===== config.mk =====
export PLATFORM = sky130hd
export DESIGN_NAME = id_stage_pipe
export DESIGN_NICKNAME = d
export VERILOG_FILES = /design/src/rtl/id_stage_pipe.sv
export SDC_FILE = /design/constraint.sdc
export NUM_CORES = 1
export LEC_CHECK = 0
export CAP_MARGIN = 20
export CORE_MARGIN = 2
export CORE_UTILIZATION = 55
export DETAILED_ROUTE_END_ITERATION = 8
export HOLD_SLACK_MARGIN = 0.05
export PLACE_DENSITY = 0.8
export SETUP_SLACK_MARGIN = 0.4
export SYNTH_ARGS = -nofsm -noshare
export SYNTH_HDL_FRONTEND = slang
export SYNTH_SLANG_ARGS = --single-unit

===== constraint.sdc =====
create_clock -name clk -period 8.4 [get_ports clk]
set_clock_uncertainty 0.1 [all_clocks]
set_input_delay 1.68 -clock clk [delete_from_list [all_inputs] [get_ports clk]]
set_output_delay 1.68 -clock clk [all_outputs]
set_load 0.02 [all_outputs]

===== src/rtl/id_stage_pipe.sv =====
// id_stage_pipe
// Decode stage of the pipelined LC-3b core. Selects register-file read
// addresses from the decoded fields and reads the register file through a
// write-through bypass from writeback. It detects a load-use hazard against
// the instruction in EX and inserts a one-cycle bubble. Everything is
// registered into the ID/EX pipeline register, which has flush and stall
// control.
// Optional build macro: ID_PERF_CNT_EN adds the saturating counters
// perf_stall_cnt and perf_bubble_cnt.
module id_stage_pipe #(
  parameter int DATA_W    = 16,
  parameter int REG_COUNT = 8,
  parameter int CTRL_W    = 32,
  localparam int RA_W     = $clog2(REG_COUNT)
) (
  input  logic              clk,
  input  logic              reset,
  input  logic              in_valid,
  input  logic [CTRL_W-1:0] in_ctrl,
  input  logic [RA_W-1:0]   in_dest,
  input  logic [RA_W-1:0]   in_sr1,
  input  logic [RA_W-1:0]   in_sr2,
  input  logic              in_dest_link,
  input  logic              in_store_sel,
  input  logic              in_uses_a,
  input  logic              in_uses_b,
  input  logic              in_writes_dest,
  input  logic              in_mem_read,
  output logic              id_stall,
  input  logic              ex_stall,
  input  logic              flush,
  input  logic              wb_load,
  input  logic [RA_W-1:0]   wb_addr,
  input  logic [DATA_W-1:0] wb_data,
`ifdef ID_PERF_CNT_EN
  output logic [31:0]       perf_stall_cnt,
  output logic [31:0]       perf_bubble_cnt,
`endif
  output logic              ex_valid,
  output logic [CTRL_W-1:0] ex_ctrl,
  output logic [RA_W-1:0]   ex_dest,
  output logic              ex_writes_dest,
  output logic              ex_mem_read,
  output logic [DATA_W-1:0] ex_a_data,
  output logic [DATA_W-1:0] ex_b_data
);

  // JSR/TRAP write their return address into the top register.
  localparam logic [RA_W-1:0] LINK_REG = RA_W'(REG_COUNT - 1);

  // True when a consumed operand reads the register the EX load produces.
  function automatic logic src_hit(input logic uses,
                                   input logic [RA_W-1:0] addr,
                                   input logic [RA_W-1:0] dest);
    return uses & (addr == dest);
  endfunction

  // Bypass mux: a same-cycle writeback to the read address wins over the array.
  function automatic logic [DATA_W-1:0] bypass_read(input logic              wen,
                                                    input logic [RA_W-1:0]   waddr,
                                                    input logic [DATA_W-1:0] wdata,
                                                    input logic [RA_W-1:0]   raddr,
                                                    input logic [DATA_W-1:0] rdata);
    return (wen && (waddr == raddr)) ? wdata : rdata;
  endfunction

  logic [DATA_W-1:0] rf_r [REG_COUNT];

  logic [RA_W-1:0]   addr_a_s;
  logic [RA_W-1:0]   addr_b_s;
  logic [RA_W-1:0]   dest_res_s;
  logic [DATA_W-1:0] a_data_s;
  logic [DATA_W-1:0] b_data_s;
  logic              hz_s;
  logic              id_stall_s;
  logic              bubble_s;
  logic [CTRL_W-1:0] cap_ctrl_s;
  logic              cap_writes_s;
  logic              cap_mem_read_s;

  logic              ex_valid_r;
  logic [CTRL_W-1:0] ex_ctrl_r;
  logic [RA_W-1:0]   ex_dest_r;
  logic              ex_writes_dest_r;
  logic              ex_mem_read_r;
  logic [DATA_W-1:0] ex_a_data_r;
  logic [DATA_W-1:0] ex_b_data_r;

  // Operand address selection and destination resolution.
  always_comb begin
    addr_a_s   = in_store_sel ? in_dest : in_sr1;
    addr_b_s   = in_sr2;
    dest_res_s = in_dest_link ? LINK_REG : in_dest;
  end

  // Register-file reads through the writeback bypass.
  always_comb begin
    a_data_s = bypass_read(wb_load, wb_addr, wb_data, addr_a_s, rf_r[addr_a_s]);
    b_data_s = bypass_read(wb_load, wb_addr, wb_data, addr_b_s, rf_r[addr_b_s]);
  end

  // Load-use hazard against EX, and the resulting decode stall.
  always_comb begin
    hz_s = in_valid & ex_valid_r & ex_mem_read_r & ex_writes_dest_r &
           (src_hit(in_uses_a, addr_a_s, ex_dest_r) |
            src_hit(in_uses_b, addr_b_s, ex_dest_r));
    id_stall_s = hz_s | ex_stall;
    // A bubble is inserted only when neither flush nor ex_stall takes priority.
    bubble_s   = hz_s & ~flush & ~ex_stall;
  end

  // Values captured into ID/EX; an empty slot carries no control or flags.
  always_comb begin
    if (in_valid) begin
      cap_ctrl_s     = in_ctrl;
      cap_writes_s   = in_writes_dest;
      cap_mem_read_s = in_mem_read;
    end else begin
      cap_ctrl_s     = {CTRL_W{1'b0}};
      cap_writes_s   = 1'b0;
      cap_mem_read_s = 1'b0;
    end
  end

  // Register-file write from writeback; stall and flush do not block it.
  always_ff @(posedge clk or posedge reset) begin
    if (reset) begin
      for (int i = 0; i < REG_COUNT; i++) begin
        rf_r[i] <= {DATA_W{1'b0}};
      end
    end else if (wb_load) begin
      rf_r[wb_addr] <= wb_data;
    end
  end

  // ID/EX pipeline register: flush, then stall-hold, then bubble, then capture.
  always_ff @(posedge clk or posedge reset) begin
    if (reset) begin
      ex_valid_r       <= 1'b0;
      ex_ctrl_r        <= {CTRL_W{1'b0}};
      ex_dest_r        <= {RA_W{1'b0}};
      ex_writes_dest_r <= 1'b0;
      ex_mem_read_r    <= 1'b0;
      ex_a_data_r      <= {DATA_W{1'b0}};
      ex_b_data_r      <= {DATA_W{1'b0}};
    end else if (flush || (!ex_stall && hz_s)) begin
      // Squash or bubble: kill the slot; destination and data simply hold.
      ex_valid_r       <= 1'b0;
      ex_ctrl_r        <= {CTRL_W{1'b0}};
      ex_writes_dest_r <= 1'b0;
      ex_mem_read_r    <= 1'b0;
    end else if (!ex_stall) begin
      ex_valid_r       <= in_valid;
      ex_ctrl_r        <= cap_ctrl_s;
      ex_dest_r        <= dest_res_s;
      ex_writes_dest_r <= cap_writes_s;
      ex_mem_read_r    <= cap_mem_read_s;
      ex_a_data_r      <= a_data_s;
      ex_b_data_r      <= b_data_s;
    end
  end

`ifdef ID_PERF_CNT_EN
  logic [31:0] perf_stall_cnt_r;
  logic [31:0] perf_bubble_cnt_r;

  // Saturating counters of stalled cycles and inserted hazard bubbles.
  always_ff @(posedge clk or posedge reset) begin
    if (reset) begin
      perf_stall_cnt_r  <= 32'd0;
      perf_bubble_cnt_r <= 32'd0;
    end else begin
      if (id_stall_s && (perf_stall_cnt_r != 32'hFFFF_FFFF)) begin
        perf_stall_cnt_r <= perf_stall_cnt_r + 32'd1;
      end
      if (bubble_s && (perf_bubble_cnt_r != 32'hFFFF_FFFF)) begin
        perf_bubble_cnt_r <= perf_bubble_cnt_r + 32'd1;
      end
    end
  end

  assign perf_stall_cnt  = perf_stall_cnt_r;
  assign perf_bubble_cnt = perf_bubble_cnt_r;
`else
  // Without the counters the bubble qualifier has no consumer.
  logic unused_bubble_s;
  assign unused_bubble_s = bubble_s;
`endif

  assign id_stall       = id_stall_s;
  assign ex_valid       = ex_valid_r;
  assign ex_ctrl        = ex_ctrl_r;
  assign ex_dest        = ex_dest_r;
  assign ex_writes_dest = ex_writes_dest_r;
  assign ex_mem_read    = ex_mem_read_r;
  assign ex_a_data      = ex_a_data_r;
  assign ex_b_data      = ex_b_data_r;

endmodule


==> impl_metrics.csv, run 1 <==
group,metric,value,unit
clock_network,h-tree-depth,4,
global_routing,grt_max_degree,134,
timing,slew_violations,0,
floorplan,dieArea,0.01900,mm²
clock_network,clockBufferDepth,2,
synthesis,synth_area,0.009853,mm²
setup_path,crit_chain,"clkdlybuf4s50_1 -> mux2i_4 -> buf_4 -> xnor2_1 -> nor4_4 -> buf_4 -> or3_1 -> clkdlybuf4s50_1",
setup_path,arrival,4.59,ns
timing,hold_viol_final,0,
timing,fmax,157.1,MHz
synthesis,async_flop_share,1.000,
global_routing,grt-ovfl-total,0,
routing,dr.pass1.iters,4,
global_routing,grt_use_met1,0.3425,
clock_network,postCtsHoldBufs,0,
clock_network,cts_tree,"done",
hold_path,hold_path_class,"reg -> reg",
synthesis,syn_nets,744,
setup_path,endpoint_kind,"output port",
setup_path,critical_path_class,"in -> out",
timing,worst_pin_slew,1.180,ns
routing,wirelength,24480,µm
power_and_ir_drop,peakVddDrop,0.1544,mV
synthesis,ys_warn_count,0,
timing,grt_setup_unrepaired,"false",
clock_network,cts_resized,0,
placed_design,place_hpwl,15700,µm
floorplan,start_util,0.5657,
clock_network,cts_root_buf,"clkbuf_16",
power_and_ir_drop,p_leak,4.995,nW
layout,drive_gt1_frac,0.3592,
placed_design,port-buffer-count,142,
routing,drcViolationCount,0,
routing,final_antenna_net_count,0,
global_routing,gr-usage-met2,0.4590,
timing,relSlewSlack,0.2106,
global_routing,grt.total_usage,0.2673,
clock_network,numCtsBuffers,17,
clock_network,clock_latency,0.44,ns
outcome,status,"finished, final reports clean",
floorplan,coreArea,0.01742,mm²
routing,vias_per_cell,6.311,
global_routing,grt_pass1_wl,37530,µm
global_routing,grtUsageMet3,0.05224,
synthesis,synth-seq-cells,198,
timing,min_period,6.366,ns
layout,diodes,0,
synthesis,synthFlopType,"dfrtp_1",
clock_network,clock_sinks,198,
setup_path,slowest_stage,"clkdlybuf4s50_1",
clock_network,path_clk_slew,0.07,ns
global_routing,grt_pass1_vias,6710,
timing,finalSetupViolations,0,
floorplan,die_w,137.8,µm
synthesis,ys_seq_area_frac,0.5029,
timing,setup_tns,0,ns
layout,fin_nets,858,
synthesis,synth_cell_type_count,40,
floorplan,die_y,137.8,µm
synthesis,yosysTopAreaCellShare,0.5029,
power_and_ir_drop,p_per_area,240.0,mW/mm²
synthesis,syn_avg_cell_area,14.66,µm²
floorplan,io_pins,143,
setup_path,critPathMaxStageDelay,0.68,ns
global_routing,busiest_layer,"met2",
routing,drt_iter0_drc,415,
layout,areaGrowthSynthToFinish,23.12,%
synthesis,synth_cells,672,
synthesis,synthTopCellsByArea,"dfrtp_1, mux2_2, mux4_2, mux2i_1, a22o_1",
setup_path,cp_data_required_time,6.62,ns
power_and_ir_drop,total_power,2.912,mW
clock_network,cts_setup_buffers,0,
job,maxCapViolations,0,
synthesis,synth_top_cell_by_area,"dfrtp_1",
floorplan,rows,48,
global_routing,antenna_found_initial,0,
synthesis,synth_edf_count,0,
routing,wire_per_inst,23.90,µm
placed_design,gp_congestion,0.7654,
setup_path,startpoint_type,"input port",
routing,dr_total_vias,6462,
setup_path,cp_max_fo,34,
timing,timing.final.crit_share,0.7579,
[sequential cells by signal, indices dropped and copies added (netlist names)]
signal	cells
ex_mem_read	1
ex_writes_dest	1
ex_ctrl	32
ex_dest	3
ex_valid	1
ex_b_data	16
rf_r	128
ex_a_data	16
[routing by layer]
metal	wire length, µm	up-vias
met3	1678	39
met5	0	-
met4	543	0
met2	12200	272
met1	10060	3366
li1	-	2785
[critical path, delay by kind of cell]
| kind | cells | cell delay (ns) |
|---|---|---|
| xor+xnor | 1 | 0.19 |
| buf+inv | 4 | 2.05 |
| simple gates | 2 | 0.38 |
| mux | 1 | 0.28 |
[worst paths after layout]
| kind | from | endpoint | cells after the start | slack [ns] |
|---|---|---|---|---|
| min | ex_ctrl[7]$_DFFE_PP0P_ | ex_ctrl[7]$_DFFE_PP0P_ | 1 | 0.41 |
| max in group asynchronous | reset | ex_ctrl[11]$_DFFE_PP0P_ | 3 | 5.03 |
| min reg2reg | ex_ctrl[7]$_DFFE_PP0P_ | ex_ctrl[7]$_DFFE_PP0P_ | 1 | 0.41 |
| max reg2reg | ex_dest[1]$_DFFE_PP0P_ | ex_b_data[0]$_DFFE_PP0P_ | 6 | 6.08 |
| min in group asynchronous | reset | ex_ctrl[22]$_DFFE_PP0P_ | 2 | 1.73 |
| max | in_store_sel | id_stall | 8 | 2.03 |
[Yosys cell counts, types with 2 or more instances]
library cell  number
mux2_2           149
a22o_1            34
a21oi_1           15
xnor2_1            7
mux4_2            63
buf_1              2
nor2_1            19
dfrtp_1          198
nand4b_1           3
nor2b_1            2
nand2_1            4
and4_1             2
nor3b_2            3
nor3_1             3
buf_2             15
mux2i_1           32
o21ai_0           39
and2_1             2
clkbuf_1          45
nand4_1            2
mux2_4            10
xor2_1             5
[area by class of cell]
| class | instances | area, µm² |
|---|---|---|
| repair buffers | 161 | 1602 |
| flip-flops and latches | 198 | 4955 |
| well taps | 225 | 281.5 |
| fillers | 1190 | 5285 |
| multi-input cells | 407 | 4676 |
| clock buffers | 17 | 425.4 |
| inverters | 1 | 11.26 |
| clock inverters | 15 | 181.4 |
[report_power, final]
group          switching [mW]  internal, mW
clock                   0.397         0.430
sequential              0.143          1.15
combinational           0.331         0.463
[cell usage in the layout, fill, tap and decap left out, types with 4 or more instances in the layout]
cell type        instances
nand2_1                  4
o21ai_0                 39
mux2i_1                 32
clkbuf_16               17
a22o_1                  34
inv_8                    7
buf_4                   15
mux4_2                  63
mux2_4                  10
xor2_1                   5
a21oi_1                 15
dfrtp_1                198
xnor2_1                  7
mux2_2                 149
clkdlybuf4s50_1        141
nor2_1                  19
[per-stage QoR]
step	hold slack, ns	setup slack [ns]	area, µm²	util	instances
final	0.4067	2.034	12130	0.6966	1024
after global routing	0.4184	1.906	12130	0.6966	1024
after CTS	0.4120	2.007	12130	0.6966	1024
after detailed placement	0.3914	2.014	11520	0.6617	992
after global placement	0.3880	2.080	11450	0.6575	988
after floorplan	0.3880	1.223	9853	-	672
[kinds of logic after synthesis]
logic type      Yosys count  share of synthesized area
buf+inv                  67                    0.02908
simple gates             46                    0.02768
xor+xnor                 12                    0.01067
compound gates           92                    0.06133
flops                   198                     0.5029
mux                     257                     0.3684
Power figures use the tool's default switching activity.
==> run 2, diff against run 1 <==
- CORE_UTILIZATION: 55 -> 50
- PLACE_DENSITY: 0.8 -> 0.76
- clock period: 8.4 -> 5.4 ns (I/O delays scaled with it)
==> run 2 against run 1 <==
Net effect:
- clock-buffer cell count grew 2
- global-route usage shrank 1.9 points
- hold slack gained 0.0017 ns
- flip-flop and latch count is the same
- power grew 56%
- sequential share of layout area shrank 0.17 points
- setup slack lost 1.1 ns
- cell count grew 4.0%
- core utilization shrank 6.9 points
- critical path depth shrank 2
- critical path type unchanged
- largest power group unchanged
==> impl_metrics.csv, run 2 (synthesized netlist as in run 1, its figures left out) <==
group,metric,value,unit
floorplan,io_pins,143,
setup_path,critical_path_class,"in -> out",
global_routing,grt.total_usage,0.2483,
clock_network,h-tree-depth,4,
timing,fin_hold_ws,0.4084,ns
routing,vias_per_cell,6.095,
timing,setup_tns,0,ns
global_routing,grt-ovfl-total,0,
setup_path,arrival,3.28,ns
global_routing,grt_pass1_vias,6854,
hold_path,worstHoldStart,"ex_ctrl[17]$_DFFE_PP0P_",
setup_path,startpoint_type,"input port",
timing,grt_setup_unrepaired,"false",
layout,final_core_util,0.6280,
floorplan,die_y,144.4,µm
placed_design,port-buffer-count,142,
clock_network,numCtsBuffers,17,
layout,stdcell_area,0.01218,mm²
layout,final_cells,1065,
layout,regMostFlops,"rf_r",
clock_network,clock_sinks,198,
timing,hold_viol_final,0,
clock_network,clock_latency,0.44,ns
routing,drt_iter0_drc,476,
setup_path,worstReg2RegStart,"ex_writes_dest$_DFFE_PP0P_",
setup_path,path_common_cell,"clkdlybuf4s50_1",
setup_path,path_delay_family,"buffers and inverters",
timing,slew_violations,0,
clock_network,path_clk_slew,0.07,ns
global_routing,grt_max_degree,199,
floorplan,start_util,0.5079,
placed_design,dp.cells,1032,
routing,drcViolationCount,0,
clock_network,cts_setup_buffers,0,
timing,worst_pin_slew,1.156,ns
layout,seqCellArea,0.004955,mm²
layout,mostFrequentLayoutCells,"dfrtp_1, mux2_2, clkdlybuf4s50_1, mux4_2, o21ai_0",
layout,areaGrowthSynthToFinish,23.64,%
power_and_ir_drop,total_power,4.556,mW
timing,fmax,224.1,MHz
power_and_ir_drop,p_per_area,374.0,mW/mm²
clock_network,cts_resized,0,
setup_path,cp_data_required_time,4.22,ns
floorplan,rows,51,
clock_network,cts_root_buf,"clkbuf_16",
timing,min_period,4.463,ns
timing,finalSetupViolations,0,
setup_path,cp_max_fo,4,
hold_path,hold_path_class,"reg -> reg",
layout,fillers,1393,
timing,relSlewSlack,0.2283,
layout,final_common_cell,"dfrtp_1",
setup_path,endpoint_kind,"output port",
timing,timing.final.crit_share,0.8265,
placed_design,dp_slack,0.9585,ns
placed_design,placed_area,0.01157,mm²
routing,final_antenna_net_count,0,
global_routing,antenna_found_initial,1,
layout,drive_gt1_frac,0.3579,
routing,wire_per_inst,23.58,µm
power_and_ir_drop,peakVddDrop,0.1871,mV
floorplan,die_w,144.4,µm
setup_path,slowest_stage,"clkdlybuf4s50_1",
setup_path,crit_buf_inv,2,
global_routing,grt_pass1_wl,38510,µm
clock_network,postCtsHoldBufs,0,
layout,largest_reg_flops,128,
floorplan,coreArea,0.01940,mm²
clock_network,clockBufferDepth,2,
placed_design,gp_congestion,0.8254,
floorplan,dieArea,0.02085,mm²
power_and_ir_drop,p_leak,4.986,nW
routing,dr_total_vias,6491,
setup_path,crit_start,"in_store_sel",
routing,dr.pass1.iters,5,
setup_path,crit_chain,"clkdlybuf4s50_1 -> mux2i_1 -> xnor2_1 -> nor4_4 -> or3_1 -> clkdlybuf4s50_1",
layout,multi_input_area,0.004676,mm²
timing,fin_ws,0.9371,ns
routing,wirelength,25120,µm
layout,fin_nets,858,
setup_path,critPathMaxStageDelay,0.67,ns
outcome,status,"finished, final reports clean",
job,maxCapViolations,0,
placed_design,place_hpwl,15710,µm
clock_network,cts_tree,"done",
## run 2: layer usage
metal  part of all wire  up-vias  GRT usage
li1                   -     2775          -
met1               0.40     3395     0.3047
met2               0.50      285     0.4265
met3              0.076       36    0.06457
met4              0.021        0    0.08840
met5                  0        -          0
## run 2: final timing paths
check | end | slack, ns | depth (start not counted)
setup / recovery | id_stall | 0.94 | 6
hold / removal | ex_ctrl[17]$_DFFE_PP0P_ | 0.41 | 1
setup reg to reg | ex_b_data[3]$_DFFE_PP0P_ | 2.84 | 7
hold reg to reg | ex_ctrl[17]$_DFFE_PP0P_ | 0.41 | 1
max in group asynchronous | ex_b_data[3]$_DFFE_PP0P_ | 3.26 | 3
min in group asynchronous | ex_ctrl[28]$_DFFE_PP0P_ | 1.17 | 3
## run 2: where the power goes
part / internal, mW / total [mW] / leakage, nW / switching, mW
combinational: 0.720 / 1.22 / 2.25 / 0.498
sequential: 1.79 / 2.01 / 2.44 / 0.227
clock: 0.748 / 1.32 / 0.292 / 0.577
## run 2: cell type report
type,count,share of cell area
Clock buffer,19,0.03636
Timing Repair Buffer,161,0.1313
Sequential cell,198,0.4067
Multi-Input combinational cell,407,0.3838
Inverter,1,0.0006162
Tap cell,265,0.02722
Antenna cell,1,0.0002054
Clock inverter,13,0.01386
==> run 3, diff against run 2 <==
- clock period: 5.4 -> 3.58 ns (I/O delays scaled with it)
==> run 3 against run 2 <==
Net effect:
- critical path depth up 1
- combinational power increased by 54%
- power is 51% higher
- design area rose by 1.5%
- first-iteration DRC count down 24%
- largest power group unchanged
- highest routed layer unchanged
==> impl_metrics.csv, run 3 (synthesized netlist as in run 1, its figures left out) <==
group,metric,value,unit
timing,slew_violations,0,
clock_network,cts_setup_buffers,0,
placed_design,dp_slack,-0.04475,ns
timing,grt_setup_unrepaired,"false",
timing,finalSetupViolations,0,
power_and_ir_drop,peakVddDrop,0.2777,mV
routing,final_antenna_net_count,0,
layout,final_core_util,0.6375,
timing,min_period,3.142,ns
layout,diodes,0,
routing,wire_per_inst,23.70,µm
layout,drive_gt1_frac,0.3752,
layout,final_common_cell,"dfrtp_1",
routing,dr.pass1.iters,5,
hold_path,whs_path_depth,1,
clock_network,clockBufferDepth,2,
floorplan,dieArea,0.02085,mm²
timing,setup_tns,0,ns
routing,drcViolationCount,0,
placed_design,place_hpwl,16390,µm
routing,wirelength,25550,µm
layout,seqCellArea,0.004955,mm²
timing,relSlewSlack,0.5372,
layout,final_cells,1078,
layout,areaGrowthSynthToFinish,25.51,%
clock_network,h-tree-depth,4,
timing,hold_viol_final,0,
outcome,status,"finished, final reports clean",
hold_path,hold_path_class,"reg -> reg",
global_routing,grt_pass1_wl,39680,µm
clock_network,path_clk_slew,0.06,ns
clock_network,clock_latency,0.44,ns
placed_design,placed_area,0.01171,mm²
routing,drt_iter0_drc,364,
floorplan,start_util,0.5079,
setup_path,endpoint_kind,"output port",
layout,fillers,1402,
job,maxCapViolations,0,
layout,stdcell_area,0.01237,mm²
layout,multi_input_area,0.004695,mm²
power_and_ir_drop,p_per_area,557.4,mW/mm²
placed_design,gp_congestion,0.8601,
clock_network,cts_tree,"done",
layout,largest_reg_flops,128,
setup_path,r2r_cells,5,
layout,mostFrequentLayoutCells,"dfrtp_1, mux2_2, clkdlybuf4s50_1, mux4_2, o21ai_0",
clock_network,numCtsBuffers,17,
floorplan,rows,51,
timing,fmax,318.2,MHz
layout,regMostFlops,"rf_r",
clock_network,cts_root_buf,"clkbuf_16",
routing,vias_per_cell,6.065,
setup_path,cp_data_required_time,2.76,ns
clock_network,clock_sinks,198,
global_routing,antenna_found_initial,0,
placed_design,port-buffer-count,142,
floorplan,io_pins,143,
global_routing,grt_pass1_vias,7068,
setup_path,cp_max_fo,4,
global_routing,grt-ovfl-total,0,
timing,timing.final.crit_share,0.8778,
global_routing,grt.total_usage,0.2540,
timing,worst_pin_slew,0.6927,ns
setup_path,arrival,2.33,ns
power_and_ir_drop,p_leak,5.090,nW
setup_path,critical_path_class,"in -> out",
setup_path,startpoint_type,"input port",
floorplan,coreArea,0.01940,mm²
routing,dr_total_vias,6538,
floorplan,die_w,144.4,µm
timing,fin_ws,0.4376,ns
floorplan,die_y,144.4,µm
placed_design,dp.cells,1047,
layout,fin_nets,873,
global_routing,grt_max_degree,53,
==> run 3: cell types whose count changed in the layout (fill, tap and decap cells not counted), moves of 3 or more <==
| cell | delta |
|---|---|
| xnor2_1 | -3 |
| buf_4 | +9 |
| xnor2_2 | +3 |
| buf_12 | +5 |
==> run 3: area by class of cell <==
class,instances,share of cell area
Sequential cell,198,0.4006
Clock buffer,23,0.03865
Timing Repair Buffer,176,0.1439
Inverter,1,0.0006070
Multi-Input combinational cell,407,0.3796
Clock inverter,8,0.009814
Tap cell,265,0.02681
==> run 3: metrics by stage <==
| step | hold WS, ns | power [mW] |
|---|---|---|
| after floorplan | 0.3880 | 4.200 |
| after global placement | 0.3861 | 4.833 |
| after detailed placement | 0.3909 | 4.928 |
| after CTS | 0.4096 | 6.919 |
| after global routing | 0.4210 | 7.195 |
| final | 0.4014 | 6.893 |
==> run 3: path summary, 6_finish.rpt <==
| path | from | endpoint | slack, ns |
|---|---|---|---|
| worst max-delay path | in_store_sel | id_stall | 0.44 |
| max in group asynchronous | reset | rf_r[98]$_DFFE_PP0P_ | 2.05 |
| min in group asynchronous | reset | ex_dest[2]$_DFFE_PP0P_ | 0.63 |
| worst max register to register | ex_dest[1]$_DFFE_PP0P_ | ex_dest[0]$_DFFE_PP0P_ | 1.22 |
| worst min register to register | ex_ctrl[6]$_DFFE_PP0P_ | ex_ctrl[6]$_DFFE_PP0P_ | 0.40 |
| worst min-delay path | ex_ctrl[6]$_DFFE_PP0P_ | ex_ctrl[6]$_DFFE_PP0P_ | 0.40 |
==> run 3: report_power, final <==
group	internal, mW	leakage (nW)	total (mW)	switching (mW)
sequential	2.70	2.44	3.03	0.337
combinational	1.12	2.35	1.88	0.766
clock	1.15	0.293	1.98	0.825
total	4.97	5.09	6.89	1.93
==> run 3: repair_timing <==
item | CTS | global route
gates resized for setup | 10 | 5
pin swaps | 0 | 2
gates cloned | 0 | 0
endpoints found under the setup margin | 1 | 2
hold buffers | 0 | 0
==> run 3: metal layers <==
metal	vias to the layer above	GRT usage	share of wire
met3	67	0.05993	0.077
met5	-	0	0
met4	0	0.1078	0.031
li1	2798	-	-
met1	3381	0.3122	0.39
met2	292	0.4318	0.50
==> run 3: worst max-delay path, cell delays in order <==
cell and delay, ns:
clkdlybuf4s50_1 0.47, buf_6 0.15, mux2i_4 0.28, xnor2_2 0.16, nor4_4 0.07, or3_4 0.33
buf_6 0.14
